<file path="config.mk">
export PLATFORM = sky130hd
export DESIGN_NAME = csr_regfile_flat
export DESIGN_NICKNAME = d
export VERILOG_FILES = /design/src/rtl/csr_regfile_if.sv /design/src/rtl/csr_regfile.sv /design/src/flat_wrapper.sv
export SDC_FILE = /design/constraint.sdc
export NUM_CORES = 1
export LEC_CHECK = 0
export BUFFER_PORTS_ARGS = -buffer_cell sky130_fd_sc_hd__buf_2
export CAP_MARGIN = 0
export CELL_PAD_IN_SITES_DETAIL_PLACEMENT = 1
export CELL_PAD_IN_SITES_GLOBAL_PLACEMENT = 1
export CORE_MARGIN = 4
export CORE_UTILIZATION = 48
export CTS_BUF_LIST = sky130_fd_sc_hd__clkbuf_8 sky130_fd_sc_hd__clkbuf_16
export CTS_CLUSTER_DIAMETER = 150
export DETAILED_ROUTE_END_ITERATION = 10
export PLACE_DENSITY = 0.85
export SETUP_SLACK_MARGIN = 0.4
export SLEW_MARGIN = 20
export SYNTH_ARGS = -nofsm -noshare
export SYNTH_HDL_FRONTEND = slang
export SYNTH_SLANG_ARGS = --single-unit
</file>
<file path="constraint.sdc">
create_clock -name clk -period 7.2 [get_ports clk]
set_input_delay 0.72 -clock clk [delete_from_list [all_inputs] [get_ports clk]]
set_output_delay 0.72 -clock clk [all_outputs]
set_load 0.02 [all_outputs]
</file>
<file path="src/rtl/csr_regfile_if.sv">
// CSR access bundle: combinational read port and the WB write port.
// The pipeline side is master; the register file is slave.
interface csr_regfile_if;
  logic [13:0] csr_rnum;
  logic [31:0] csr_rvalue;
  logic        csr_we;
  logic [13:0] csr_wnum;
  logic [31:0] csr_wmask;
  logic [31:0] csr_wvalue;

  modport master (
    output csr_rnum,
    output csr_we,
    output csr_wnum,
    output csr_wmask,
    output csr_wvalue,
    input  csr_rvalue
  );

  modport slave (
    input  csr_rnum,
    input  csr_we,
    input  csr_wnum,
    input  csr_wmask,
    input  csr_wvalue,
    output csr_rvalue
  );
endinterface

</file>
<file path="src/rtl/csr_regfile.sv">
// LoongArch CSR register file: masked writes, exception/ERTN updates,
// constant timer and interrupt request generation.
module csr_regfile #(
  parameter logic [31:0] COREID = 32'd0
) (
  input  logic         clk,
  input  logic         reset,
  csr_regfile_if.slave csr,
  input  logic         wb_ex,
  input  logic [5:0]   wb_ecode,
  input  logic [8:0]   wb_esubcode,
  input  logic [31:0]  wb_pc,
  input  logic         ertn_flush,
  input  logic [7:0]   hw_int_in,
  input  logic         ipi_int_in,
  output logic [31:0]  ex_entry,
  output logic [31:0]  ertn_pc,
  output logic         has_int
);
  localparam logic [13:0] CRMD   = 14'h00;
  localparam logic [13:0] PRMD   = 14'h01;
  localparam logic [13:0] ECFG   = 14'h04;
  localparam logic [13:0] ESTAT  = 14'h05;
  localparam logic [13:0] ERA    = 14'h06;
  localparam logic [13:0] EENTRY = 14'h0c;
  localparam logic [13:0] SAVE0  = 14'h30;
  localparam logic [13:0] SAVE1  = 14'h31;
  localparam logic [13:0] SAVE2  = 14'h32;
  localparam logic [13:0] SAVE3  = 14'h33;
  localparam logic [13:0] TID    = 14'h40;
  localparam logic [13:0] TCFG   = 14'h41;
  localparam logic [13:0] TVAL   = 14'h42;
  localparam logic [13:0] TICLR  = 14'h44;

  logic [1:0]  plv, pplv;
  logic        ie, da, pie;
  logic [12:0] lie;
  logic [1:0]  is_sw;
  logic [7:0]  is_hw;
  logic        is_ti, is_ipi;
  logic [5:0]  ecode;
  logic [8:0]  esubcode;
  logic [31:0] era;
  logic [25:0] eentry_va;
  logic [31:0] save [4];
  logic [31:0] tid;
  logic        tcfg_en, tcfg_per;
  logic [29:0] tcfg_init;
  logic [31:0] tval;

  logic [12:0] is_v;
  logic [31:0] wold, wnew;
  logic        sw_we, tcfg_load, t_tick, t_fire, ticlr;

  assign is_v = {is_ipi, is_ti, 1'b0, is_hw, is_sw};

  function automatic logic [31:0] rd_mux(input logic [13:0] n);
    logic [31:0] r;
    r = 32'd0;
    case (n)
      CRMD:   r = {28'd0, da, ie, plv};
      PRMD:   r = {29'd0, pie, pplv};
      ECFG:   r = {19'd0, lie};
      ESTAT:  r = {1'b0, esubcode, ecode, 3'd0, is_v};
      ERA:    r = era;
      EENTRY: r = {eentry_va, 6'd0};
      SAVE0:  r = save[0];
      SAVE1:  r = save[1];
      SAVE2:  r = save[2];
      SAVE3:  r = save[3];
      TID:    r = tid;
      TCFG:   r = {tcfg_init, tcfg_per, tcfg_en};
      TVAL:   r = tval;
      default: r = 32'd0;
    endcase
    return r;
  endfunction

  always_comb csr.csr_rvalue = rd_mux(csr.csr_rnum);
  always_comb wold = rd_mux(csr.csr_wnum);

  assign wnew = (wold & ~csr.csr_wmask)
              | (csr.csr_wvalue & csr.csr_wmask);

  // Exception and ERTN commits shadow a same-cycle CSR write.
  assign sw_we     = csr.csr_we & ~wb_ex & ~ertn_flush;
  assign tcfg_load = sw_we && csr.csr_wnum == TCFG && wnew[0];
  assign t_tick    = tcfg_en && tval != 32'd0;
  assign t_fire    = tcfg_en && tval == 32'd1;
  assign ticlr     = sw_we && csr.csr_wnum == TICLR
                   && csr.csr_wvalue[0] && csr.csr_wmask[0];

  always_ff @(posedge clk) begin
    if (reset) begin
      {da, ie, plv} <= 4'h8;
      {pie, pplv}   <= 3'd0;
      lie           <= '0;
      is_sw         <= '0;
      is_hw         <= '0;
      is_ti         <= 1'b0;
      is_ipi        <= 1'b0;
      ecode         <= '0;
      esubcode      <= '0;
      era           <= '0;
      eentry_va     <= '0;
      save[0]       <= '0;
      save[1]       <= '0;
      save[2]       <= '0;
      save[3]       <= '0;
      tid           <= COREID;
      tcfg_en       <= 1'b0;
      tcfg_per      <= 1'b0;
      tcfg_init     <= '0;
      tval          <= '0;
    end else begin
      is_hw  <= hw_int_in;
      is_ipi <= ipi_int_in;
      if (t_fire) is_ti <= 1'b1;
      else if (ticlr) is_ti <= 1'b0;
      if (tcfg_load) tval <= {wnew[31:2], 2'b00};
      else if (t_fire) tval <= tcfg_per ? {tcfg_init, 2'b00} : 32'd0;
      else if (t_tick) tval <= tval - 32'd1;
      if (wb_ex) begin
        pplv     <= plv;
        pie      <= ie;
        plv      <= 2'd0;
        ie       <= 1'b0;
        era      <= wb_pc;
        ecode    <= wb_ecode;
        esubcode <= wb_esubcode;
      end else if (ertn_flush) begin
        plv <= pplv;
        ie  <= pie;
      end else if (csr.csr_we) begin
        case (csr.csr_wnum)
          CRMD:   {da, ie, plv} <= wnew[3:0];
          PRMD:   {pie, pplv} <= wnew[2:0];
          ECFG:   lie <= wnew[12:0];
          ESTAT:  is_sw <= wnew[1:0];
          ERA:    era <= wnew;
          EENTRY: eentry_va <= wnew[31:6];
          SAVE0, SAVE1, SAVE2, SAVE3:
            save[csr.csr_wnum[1:0]] <= wnew;
          TID:    tid <= wnew;
          TCFG:   {tcfg_init, tcfg_per, tcfg_en} <= wnew;
          default: ;
        endcase
      end
    end
  end

  assign has_int  = (|(is_v & lie)) & ie;
  assign ex_entry = {eentry_va, 6'd0};
  assign ertn_pc  = era;
endmodule

</file>
<file path="src/flat_wrapper.sv">
// flat-port wrapper written by rule: the top's interface ports become plain ports
module csr_regfile_flat 
#(
  parameter logic [31:0] COREID = 32'd0
)
  (clk, reset, wb_ex, wb_ecode, wb_esubcode, wb_pc, ertn_flush, hw_int_in, ipi_int_in, ex_entry, ertn_pc, has_int, csr_csr_rnum, csr_csr_we, csr_csr_wnum, csr_csr_wmask, csr_csr_wvalue, csr_csr_rvalue);
  csr_regfile_if csr_i ();
  input  logic clk;
  input  logic reset;
  input  logic wb_ex;
  input  logic [5:0] wb_ecode;
  input  logic [8:0] wb_esubcode;
  input  logic [31:0] wb_pc;
  input  logic ertn_flush;
  input  logic [7:0] hw_int_in;
  input  logic ipi_int_in;
  output logic [31:0] ex_entry;
  output logic [31:0] ertn_pc;
  output logic has_int;
  input wire logic [$bits(csr_i.csr_rnum)-1:0] csr_csr_rnum;
  input wire logic [$bits(csr_i.csr_we)-1:0] csr_csr_we;
  input wire logic [$bits(csr_i.csr_wnum)-1:0] csr_csr_wnum;
  input wire logic [$bits(csr_i.csr_wmask)-1:0] csr_csr_wmask;
  input wire logic [$bits(csr_i.csr_wvalue)-1:0] csr_csr_wvalue;
  output wire logic [$bits(csr_i.csr_rvalue)-1:0] csr_csr_rvalue;
  assign csr_i.csr_rnum = csr_csr_rnum;
  assign csr_i.csr_we = csr_csr_we;
  assign csr_i.csr_wnum = csr_csr_wnum;
  assign csr_i.csr_wmask = csr_csr_wmask;
  assign csr_i.csr_wvalue = csr_csr_wvalue;
  assign csr_csr_rvalue = csr_i.csr_rvalue;
  csr_regfile #(.COREID(COREID)) u_core (.clk(clk), .reset(reset), .csr(csr_i), .wb_ex(wb_ex), .wb_ecode(wb_ecode), .wb_esubcode(wb_esubcode), .wb_pc(wb_pc), .ertn_flush(ertn_flush), .hw_int_in(hw_int_in), .ipi_int_in(ipi_int_in), .ex_entry(ex_entry), .ertn_pc(ertn_pc), .has_int(has_int));
endmodule
</file>
==> results.sh <==
export IMPL_fin_setup_tns_ps=0
export IMPL_clk_pin_slew_ps=60
export IMPL_synth_area_top_cells="dfxtp_1 21%, edfxtp_1 21%, a21oi_1 5.9%"
export IMPL_syn_inst=2154
export IMPL_run_status="finished, final reports clean"
export IMPL_grt_max_degree=92
export IMPL_wirelength_um=93800
export IMPL_drive_above_1_share_pct=20.4
export IMPL_synth_edf_count=128
export IMPL_gp_congestion=0.975
export IMPL_synth_top_flop_cell="dfxtp_1"
export IMPL_finalHoldViolCount=0
export IMPL_fillers=4571
export IMPL_drv_slew=0
export IMPL_die_height_um=206
export IMPL_area_growth_pct=16.0
export IMPL_use_met3_pct=11.2
export IMPL_path_buf_inv=2
export IMPL_synth_top_area_share_pct=21.5
export IMPL_cts_buffer_depth=3
export IMPL_tightest_slew_ps=1290
export IMPL_drtIter0Drc=2924
export IMPL_reg2reg_from="u_core.tval[27]$_SDFFE_PP0P_"
export IMPL_crit_fanout=15
export IMPL_io_buffers=243
export IMPL_critPathTopFamily="simple AND/OR/NAND/NOR gates"
export IMPL_cts_tree="done"
export IMPL_synth_top_cells_by_count="258 x nand2_1, 255 x nor2_1, 221 x a21oi_1"
export IMPL_holdBufCountCts=0
export IMPL_stdcell_area_sq_um=21700
export IMPL_r2r_cells=6
export IMPL_rr_endpoint="u_core.tval[27]$_SDFFE_PP0P_"
export IMPL_powerDensity_nw_per_um2=204
export IMPL_synth_area_sq_um=18700
export IMPL_ys_warn_count=0
export IMPL_start_kind="input pin"
export IMPL_holdPathStages=2
export IMPL_fin_util_pct=56.2
export IMPL_grt_busiest_layer="met2"
export IMPL_dp_hpwl_um=60500
export IMPL_rows=72
export IMPL_async_flop_share_pct=0
export IMPL_setup_viol=0
export IMPL_ant_nets=0
export IMPL_p_leak_nw=7.82
export IMPL_post_cts_buffers=0
export IMPL_holdCritStartpoint="hw_int_in[1]"
export IMPL_critPathSlowestCell="nor2_1"
export IMPL_rsz0062_at_grt="false"
export IMPL_grt_total_usage_pct=43.1
export IMPL_start_util_pct=48.5
export IMPL_postCtsResizedCells=0
export IMPL_drc=0
export IMPL_first_pass_iters=6
export IMPL_grt_pass1_wl_um=137000
export IMPL_vias_per_cell=7.30
export IMPL_rrSetupSlack_ps=3640
export IMPL_ioPinCount=250
export IMPL_max_cap_violations=0
export IMPL_path_class="input pin to output pin"
export IMPL_ys_ff_latch=329
export IMPL_peakVddDrop_uv=173
export IMPL_hp_class="input pin to flop"
export IMPL_cp_required_ps=6480
export IMPL_die_width_um=206
export IMPL_use_met2_pct=66.5
export IMPL_clock_tree_root_cell="clkbuf_16"
export IMPL_synth_most_common_cell="nand2_1"
export IMPL_cts_sinks=329
export IMPL_die_area_sq_um=42200
export IMPL_grt_use_met1_pct=52.0
export IMPL_antenna_found_initial=3
export IMPL_crit_arrival_ps=3850
export IMPL_gr_total_overflow=0
export IMPL_h_tree_depth=2
export IMPL_period_minus_slack_ps=4570
export IMPL_post_route_period_util_pct=63.5
export IMPL_worstSkewPairLatency_ps=580
export IMPL_syn_avg_cell_area_sq_um=8.69
export IMPL_critPathCaptureType="output pin"
export IMPL_skew_ps=16.3
export IMPL_p_total_mw=4.44
export IMPL_wl_per_cell_um=32.8
export IMPL_nets=2465
export IMPL_slew_headroom_pct=13.1
export IMPL_grt_pass1_vias=21400
export IMPL_core_sq_um=38600
export IMPL_slowest_delay_ps=780
export IMPL_cts_inserted_buffers=39
export IMPL_vias=20900
export IMPL_synth_cell_types=76
export IMPL_placed_cell_area_sq_um=20400
export IMPL_clock_fmax_mhz=219
export IMPL_crit_chain="buf_2, nor4_1, and3_1, nand3b_1, nor2_1, a222oi_1, and3_1, nand2_1, buf_2"
export IMPL_yosysSeqAreaShare_pct=42.0
export IMPL_synth_largest_area_cell="dfxtp_1"
export IMPL_min_to="u_core.is_hw[1]$_SDFF_PP0_"
[metrics by stage]
step | instances | hold slack [ps] | setup slack (ps)
3_3_place_gp | 2784 | 452 | 2770
5_1_grt | 2858 | 386 | 2600
3_5_place_dp | 2784 | 469 | 2590
6_report | 2859 | 357 | 2630
2_1_floorplan | 2159 | 444 | 3870
4_1_cts | 2855 | 345 | 2790
[area by class of cell]
type	count	area [sq um]	share of cell area, %
clock inverter	27	236	1.09
clock buffer	44	1070	4.91
antenna	2	5.00	0.0230
timing repair buffer	305	1700	7.82
tap	518	648	2.98
sequential	329	7870	36.2
multi-input combinational	1611	10100	46.6
inverter	23	86.3	0.397
[layer usage]
metal | vias up | share of wire (%) | wire length [um]
li1 | 8487 | - | -
met1 | 10200 | 35 | 32800
met2 | 1686 | 44 | 41300
met3 | 521 | 13 | 11700
met4 | 0 | 8.5 | 7950
met5 | - | 0 | 0
[worst max path at each step]
stage                                 from                               end  cells after the start
after floorplan           csr_csr_rnum[11]                csr_csr_rvalue[13]                      7
after global placement     csr_csr_wnum[5]       u_core.pplv[1]$_SDFFE_PP0P_                      9
after detailed placement   csr_csr_wnum[9]  u_core.save[1][26]$_SDFFCE_PN0P_                      9
after CTS                 csr_csr_rnum[11]                csr_csr_rvalue[10]                      9
after global routing      csr_csr_rnum[11]                csr_csr_rvalue[10]                      9
final                     csr_csr_rnum[11]                csr_csr_rvalue[10]                      9
[power breakdown]
| group | internal, mW | leakage [nW] | switching, mW |
|---|---|---|---|
| combinational | 0.111 | 4.30 | 0.231 |
| sequential | 1.99 | 2.85 | 0.0506 |
| clock | 1.21 | 0.668 | 0.853 |
[layout by cell type (no fill, tap or decap), drive strengths merged, types with 6 or more instances in the layout]
cell	n
buf	305
and2	26
nand2	258
nor4	42
nand2b	40
a31oi	27
a21o	8
o221ai	22
nor2b	19
a22o	53
a31o	13
nand3	68
a221oi	61
nor2	255
a22oi	125
clkbuf	44
o21a	39
nor3	27
a222oi	19
mux2i	33
o221a	8
or3	12
mux2	23
nand4	14
inv	29
and3	7
dfxtp	201
a21oi	221
conb	6
or4	11
o211ai	28
clkinv	15
o21ai	22
a32oi	32
a211oi	30
edfxtp	128
[registers in the layout, summed over array words and instances (netlist names), 8 cells and up]
name,cells
u_core.tval,32
u_core.eentry_va,26
u_core.lie,13
u_core.esubcode,9
u_core.tcfg_init,30
u_core.ertn_pc,32
u_core.save,128
u_core.tid,32
u_core.is_hw,8
[cell families after synthesis]
kind of cell / after synthesis / synth area share [%]
AO/OA/AOI/OAI: 738 / 28.4
other: 1 / 0.0200
multiplexers: 56 / 3.15
buffers and inverters: 219 / 5.02
adder cells (fa/ha/maj): 3 / 0.200
XOR/XNOR: 3 / 0.140
flip-flops: 329 / 42.0
AND/OR/NAND/NOR: 805 / 21.1
No activity file was read; power rests on OpenSTA's default activity.
